==> config.mk <==
export PLATFORM = sky130hd
export DESIGN_NAME = fifo_ram_ctrl_e2_flat
export DESIGN_NICKNAME = d
export VERILOG_FILES = /design/src/rtl/fifo_ram_ctrl_e2_if.sv /design/src/rtl/fifo_ram_ctrl_e2.sv /design/src/flat_wrapper.sv
export SDC_FILE = /design/constraint.sdc
export NUM_CORES = 1
export LEC_CHECK = 0
export CAP_MARGIN = 15
export CORE_UTILIZATION = 43
export DETAILED_ROUTE_END_ITERATION = 12
export PLACE_DENSITY = 0.72
export SLEW_MARGIN = 20
export SYNTH_ARGS = -nofsm -noshare
export SYNTH_HDL_FRONTEND = slang
export SYNTH_SLANG_ARGS = --single-unit
==> constraint.sdc <==
create_clock -name clk -period 3.7 [get_ports clk]
set_input_delay 0.74 -clock clk [delete_from_list [all_inputs] [get_ports clk]]
set_output_delay 0.74 -clock clk [all_outputs]
set_load 0.05 [all_outputs]
==> src/rtl/fifo_ram_ctrl_e2_if.sv <==
`default_nettype none
// ============================================================================
// Module   : fifo_ram_ctrl_e2_if
// Brief    : Push/pop, threshold and status bundle for fifo_ram_ctrl_e2.
// Revision : 1.0 - initial release
// ============================================================================
interface fifo_ram_ctrl_e2_if #(
  parameter int DATA_SIZE = 10,
  parameter int ADDR_SIZE = 3
);
  logic                 write;
  logic                 read;
  logic [DATA_SIZE-1:0] data_in;
  logic [ADDR_SIZE:0]   af_thresh;
  logic [ADDR_SIZE:0]   ae_thresh;
  logic                 err_clr;
  logic [DATA_SIZE-1:0] data_out;
  logic                 valid_out;
  logic [ADDR_SIZE:0]   count;
  logic                 empty;
  logic                 full;
  logic                 almost_empty;
  logic                 almost_full;
  logic                 overflow;
  logic                 underflow;

  modport master (
    output write, read, data_in, af_thresh, ae_thresh, err_clr,
    input  data_out, valid_out, count, empty, full,
           almost_empty, almost_full, overflow, underflow
  );

  modport slave (
    input  write, read, data_in, af_thresh, ae_thresh, err_clr,
    output data_out, valid_out, count, empty, full,
           almost_empty, almost_full, overflow, underflow
  );
endinterface
`default_nettype wire

==> src/rtl/fifo_ram_ctrl_e2.sv <==
`default_nettype none
// ============================================================================
// Module   : fifo_ram_ctrl_e2
// Brief    : Self-contained FIFO with internal RAM, 1-cycle registered read,
//            programmable almost flags and sticky overflow/underflow.
// Revision : 1.0 - initial release
// ============================================================================
module fifo_ram_ctrl_e2 #(
  parameter int DATA_SIZE = 10,
  parameter int ADDR_SIZE = 3
) (
  input  logic                 clk,
  input  logic                 reset_L,
  fifo_ram_ctrl_e2_if.slave    bus
);

  localparam int unsigned        c_depth      = 1 << ADDR_SIZE;
  localparam logic [ADDR_SIZE:0] c_full_count = (ADDR_SIZE+1)'(c_depth);
  localparam logic [ADDR_SIZE:0] c_count_one  = (ADDR_SIZE+1)'(1);
  localparam logic [ADDR_SIZE-1:0] c_ptr_one  = ADDR_SIZE'(1);

  logic [DATA_SIZE-1:0] ram_q [c_depth];

  logic [ADDR_SIZE-1:0] wr_ptr_q, wr_ptr_d;
  logic [ADDR_SIZE-1:0] rd_ptr_q, rd_ptr_d;
  logic [ADDR_SIZE:0]   count_q, count_d;
  logic [DATA_SIZE-1:0] data_out_q, data_out_d;
  logic                 valid_q, valid_d;
  logic                 overflow_q, overflow_d;
  logic                 underflow_q, underflow_d;

  logic w_empty;
  logic w_full;
  logic w_rd_acc;
  logic w_wr_acc;

  assign w_empty  = (count_q == '0);
  assign w_full   = (count_q == c_full_count);
  assign w_rd_acc = bus.read & ~w_empty;
  // A pop in the same cycle frees a slot, so a full FIFO still takes the push.
  assign w_wr_acc = bus.write & (~w_full | w_rd_acc);

  always_comb begin
    wr_ptr_d    = wr_ptr_q;
    rd_ptr_d    = rd_ptr_q;
    count_d     = count_q;
    data_out_d  = data_out_q;
    valid_d     = 1'b0;
    overflow_d  = overflow_q & ~bus.err_clr;
    underflow_d = underflow_q & ~bus.err_clr;

    if (w_wr_acc) begin
      wr_ptr_d = wr_ptr_q + c_ptr_one;
    end

    if (w_rd_acc) begin
      rd_ptr_d   = rd_ptr_q + c_ptr_one;
      data_out_d = ram_q[rd_ptr_q];
      valid_d    = 1'b1;
    end

    case ({w_wr_acc, w_rd_acc})
      2'b10:   count_d = count_q + c_count_one;
      2'b01:   count_d = count_q - c_count_one;
      default: count_d = count_q;
    endcase

    // A fresh error outranks a concurrent clear.
    if (bus.write & ~w_wr_acc) begin
      overflow_d = 1'b1;
    end
    if (bus.read & ~w_rd_acc) begin
      underflow_d = 1'b1;
    end
  end

  always_ff @(posedge clk or negedge reset_L) begin
    if (!reset_L) begin
      wr_ptr_q    <= '0;
      rd_ptr_q    <= '0;
      count_q     <= '0;
      data_out_q  <= '0;
      valid_q     <= 1'b0;
      overflow_q  <= 1'b0;
      underflow_q <= 1'b0;
    end else begin
      wr_ptr_q    <= wr_ptr_d;
      rd_ptr_q    <= rd_ptr_d;
      count_q     <= count_d;
      data_out_q  <= data_out_d;
      valid_q     <= valid_d;
      overflow_q  <= overflow_d;
      underflow_q <= underflow_d;
    end
  end

  // Storage is deliberately unreset; cleared pointers make stale words unreachable.
  always_ff @(posedge clk) begin
    if (w_wr_acc) begin
      ram_q[wr_ptr_q] <= bus.data_in;
    end
  end

  assign bus.data_out     = data_out_q;
  assign bus.valid_out    = valid_q;
  assign bus.count        = count_q;
  assign bus.empty        = w_empty;
  assign bus.full         = w_full;
  assign bus.almost_empty = (count_q <= bus.ae_thresh);
  assign bus.almost_full  = (count_q >= bus.af_thresh);
  assign bus.overflow     = overflow_q;
  assign bus.underflow    = underflow_q;

endmodule
`default_nettype wire
==> src/flat_wrapper.sv <==
// flat-port wrapper written by rule: the top's interface ports become plain ports
module fifo_ram_ctrl_e2_flat 
#(
  parameter int DATA_SIZE = 10,
  parameter int ADDR_SIZE = 3
)
  (clk, reset_L, bus_write, bus_read, bus_data_in, bus_af_thresh, bus_ae_thresh, bus_err_clr, bus_data_out, bus_valid_out, bus_count, bus_empty, bus_full, bus_almost_empty, bus_almost_full, bus_overflow, bus_underflow);
  fifo_ram_ctrl_e2_if #(.DATA_SIZE(DATA_SIZE), .ADDR_SIZE(ADDR_SIZE)) bus_i ();
  input  logic clk;
  input  logic reset_L;
  input wire logic [$bits(bus_i.write)-1:0] bus_write;
  input wire logic [$bits(bus_i.read)-1:0] bus_read;
  input wire logic [$bits(bus_i.data_in)-1:0] bus_data_in;
  input wire logic [$bits(bus_i.af_thresh)-1:0] bus_af_thresh;
  input wire logic [$bits(bus_i.ae_thresh)-1:0] bus_ae_thresh;
  input wire logic [$bits(bus_i.err_clr)-1:0] bus_err_clr;
  output wire logic [$bits(bus_i.data_out)-1:0] bus_data_out;
  output wire logic [$bits(bus_i.valid_out)-1:0] bus_valid_out;
  output wire logic [$bits(bus_i.count)-1:0] bus_count;
  output wire logic [$bits(bus_i.empty)-1:0] bus_empty;
  output wire logic [$bits(bus_i.full)-1:0] bus_full;
  output wire logic [$bits(bus_i.almost_empty)-1:0] bus_almost_empty;
  output wire logic [$bits(bus_i.almost_full)-1:0] bus_almost_full;
  output wire logic [$bits(bus_i.overflow)-1:0] bus_overflow;
  output wire logic [$bits(bus_i.underflow)-1:0] bus_underflow;
  assign bus_i.write = bus_write;
  assign bus_i.read = bus_read;
  assign bus_i.data_in = bus_data_in;
  assign bus_i.af_thresh = bus_af_thresh;
  assign bus_i.ae_thresh = bus_ae_thresh;
  assign bus_i.err_clr = bus_err_clr;
  assign bus_data_out = bus_i.data_out;
  assign bus_valid_out = bus_i.valid_out;
  assign bus_count = bus_i.count;
  assign bus_empty = bus_i.empty;
  assign bus_full = bus_i.full;
  assign bus_almost_empty = bus_i.almost_empty;
  assign bus_almost_full = bus_i.almost_full;
  assign bus_overflow = bus_i.overflow;
  assign bus_underflow = bus_i.underflow;
  fifo_ram_ctrl_e2 #(.DATA_SIZE(DATA_SIZE), .ADDR_SIZE(ADDR_SIZE)) u_core (.clk(clk), .reset_L(reset_L), .bus(bus_i));
endmodule
==> impl_metrics.toml <==
[outcome]
status = "completed"

[layout]
final_nets = 370
final_cell_mix = "edfxtp_1 (80), clkdlybuf4s50_1 (41), dfrtp_1 (22), mux2i_1 (21), mux2_2 (20)"
num_antenna_cells = 0
layout_commonest_cell = "edfxtp_1"
area_growth_pct = 18.65
final_cells = 472
drive_gt1_frac = 0.1681

[power]
combPwrFrac = 0.408
p_per_area_nw_per_um2 = 788.4
p_switching_mw = 1.586
leakage_nw = 1.947
seq_power_share = 0.426
switching_share = 0.3884
power_mw = 4.085
p_int_mw = 2.499
ir_drop_mv = 0.2800
power_frac_clock = 0.165

[floorplan]
io_pins = 44
die_h_um = 102.8
row_count = 36
initial_core_util = 0.4447
dieArea_sq_um = 10560
die_x_um = 102.8
core_sq_um = 9819

[global_route]
grt_pass1_vias = 2396
grt_max_degree = 43
grt_util_met2 = 0.2687
grt_usage = 0.1605
grt_pass1_wl_um = 12170
grt_busiest_layer = "met2"
use_met1 = 0.2035
met3_usage = 0.02780
grt_overflow = 0
grt_antenna_before_repair = 0

[synth]
netlist_instances = 279
netlist_area_sq_um = 4367
ys_types = 40
synth_fp_nets = 315
ys_ff_latch = 103
ys_seq_area_frac = 0.6819
synth_edf_count = 80
synth-async-reset-ratio = 0.2233
synth_warnings = 0
syn_area_per_cell_sq_um = 15.65
synthFlopType = "edfxtp_1"

[route]
drtAntennaViolNets = 0
drtIter0Drc = 69
routed_wirelength_um = 7643
vias = 2391
routed_via_density = 5.066
drtPass1Iterations = 4
wl_per_cell_um = 16.19
drcViolationCount = 0

[worst_setup_path]
path_buf_inv = 3
crit_chain = "clkdlybuf4s50_1 -> inv_1 -> ha_1 -> nor2b_1 -> o21a_1 -> o21a_1 -> o21ai_0 -> buf_12"
crit_path_frequent_cell = "o21a_1"
r2r-start = "u_core.bus.count[1]"
worstSetupPathType = "in2out"
end_kind = "output port"
cpPeakStageDelay_ns = 0.46
critPathMaxFanout = 2
worstPathRequired_ns = 2.96
r2r_end = "u_core.bus.count[3]"
rrSetupSlack_ns = 0.90
critPathArrivalTime_ns = 2.46
r2r_cells = 10
start_kind = "primary input"
cp_top_family = "buffers and inverters"
crit_slowest_cell = "clkdlybuf4s50_1"

[sta]
worst_pin_slew_ns = 1.076
hold_viol = 0
setup_viol = 0
relSlewSlack = 0.2827
fmax_mhz = 312.2
min_period_ns = 3.203
tns_ns = 0
rsz0062_at_grt = "false"
hold_ws_ns = 0.4929
fin_crit_sh = 0.8656
slew_violations = 0
fin_skew_ns = 0.01633

[worst_hold_path]
hold_start = "u_core.bus.data_out[7]"
min_path_type = "reg2reg"
holdPathEnd = "u_core.bus.data_out[7]"
hold_path_depth = 2

[cts]
tritoncts = "yes"
clock_latency_ns = 0.37
path_clk_slew_ns = 0.09
cts_inserted_buffers = 9
holdBufCountCts = 0
clockBufferDepth = 2
post-cts-setup-buffers = 0
cts_root_buffer = "clkbuf_8"
post_cts_resized = 0
htreeDepth = 3
clkSinkCount = 103

[placed_design]
placement.io_buffers = 43
place_inst = 456
dp_hpwl_um = 5002
globalplace.congestion = 0.7130

[flow_run]
cap_violations = 0
per-layer routing:
metal  vias to the layer above  routed length, um
li1                       1169                  -
met1                      1170               3479
met2                        38               3788
met3                        14                201
met4                         0                174
met5                         -                  0
kinds of logic (layout without fill, tap and decap cells):
| family | after synthesis | count (layout) | share of synthesized area |
|---|---|---|---|
| simple gates | 43 | 43 | 0.04528 |
| fa+ha+maj | 13 | 13 | 0.03897 |
| mux | 43 | 43 | 0.1057 |
| flops | 103 | 103 | 0.6819 |
| xor+xnor | 7 | 7 | 0.01404 |
| compound gates | 47 | 47 | 0.08567 |
| buf+inv | 23 | 83 | 0.02836 |
synthesized netlist by cell type, drive strengths merged (5+ instances only):
cell type / number / area share
edfxtp: 80 / 0.55
dfrtp: 23 / 0.13
mux2: 22 / 0.058
mux2i: 21 / 0.048
nand2: 19 / 0.016
ha: 12 / 0.034
inv: 12 / 0.010
o21ai: 12 / 0.015
a221o: 11 / 0.025
buf: 11 / 0.018
o22ai: 11 / 0.017
nor2: 9 / 0.0077
nand2b: 5 / 0.0072
xnor2: 5 / 0.010
tightest hold or removal path, delay by kind of cell (launching register included):
kind             cells  cell delay (ns)
AND/OR/NAND/NOR      1             0.05
flip-flops           1             0.35
AO/OA/AOI/OAI        1             0.06
power by group through the flow:
stage	combinational [mW]	clock, mW	sequential (mW)
CTS	1.69	0.697	1.75
floorplan	1.00	0	1.94
finish	1.67	0.675	1.74
detailed placement	1.69	0	1.77
global route	1.80	0.736	1.78
global placement	1.65	0	1.76
metrics by stage:
stage	worst slack, ns	instance area [sq um]	util
after floorplan	0.4081	4367	-
after global placement	0.5567	4984	0.5075
after detailed placement	0.4801	4984	0.5075
after CTS	0.4739	5181	0.5277
after global routing	0.4195	5181	0.5277
final	0.4973	5181	0.5277
registers in the layout, indices dropped and copies added, names as in the netlist:
name and cells:
u_core.ram_q 80, u_core.bus.data_out 10, u_core.bus.count 4, u_core.rd_ptr_q 3
u_core.wr_ptr_q 3, u_core.bus.overflow 1, u_core.bus.underflow 1, u_core.bus.valid_out 1
worst max path at each step:
stage | startpoint | endpoint | slack, ns | cells past startpoint
final | bus_ae_thresh[1] | bus_almost_empty | 0.50 | 8
after global routing | u_core.bus.count[1] | bus_full | 0.42 | 3
after CTS | u_core.bus.count[1] | bus_empty | 0.47 | 3
after detailed placement | bus_ae_thresh[1] | bus_almost_empty | 0.48 | 8
after global placement | bus_ae_thresh[1] | bus_almost_empty | 0.56 | 8
after floorplan | bus_ae_thresh[1] | bus_almost_empty | 0.41 | 6
final cells by class:
class / count / area (sq um)
fill: 835 / 4638
sequential: 103 / 2979
multi-input combinational: 153 / 1265
timing repair buffer: 55 / 528.0
tap: 133 / 166.4
clock buffer: 9 / 123.9
clock inverter: 7 / 73.82
inverter: 12 / 45.04
Power figures use the tool's default switching activity.
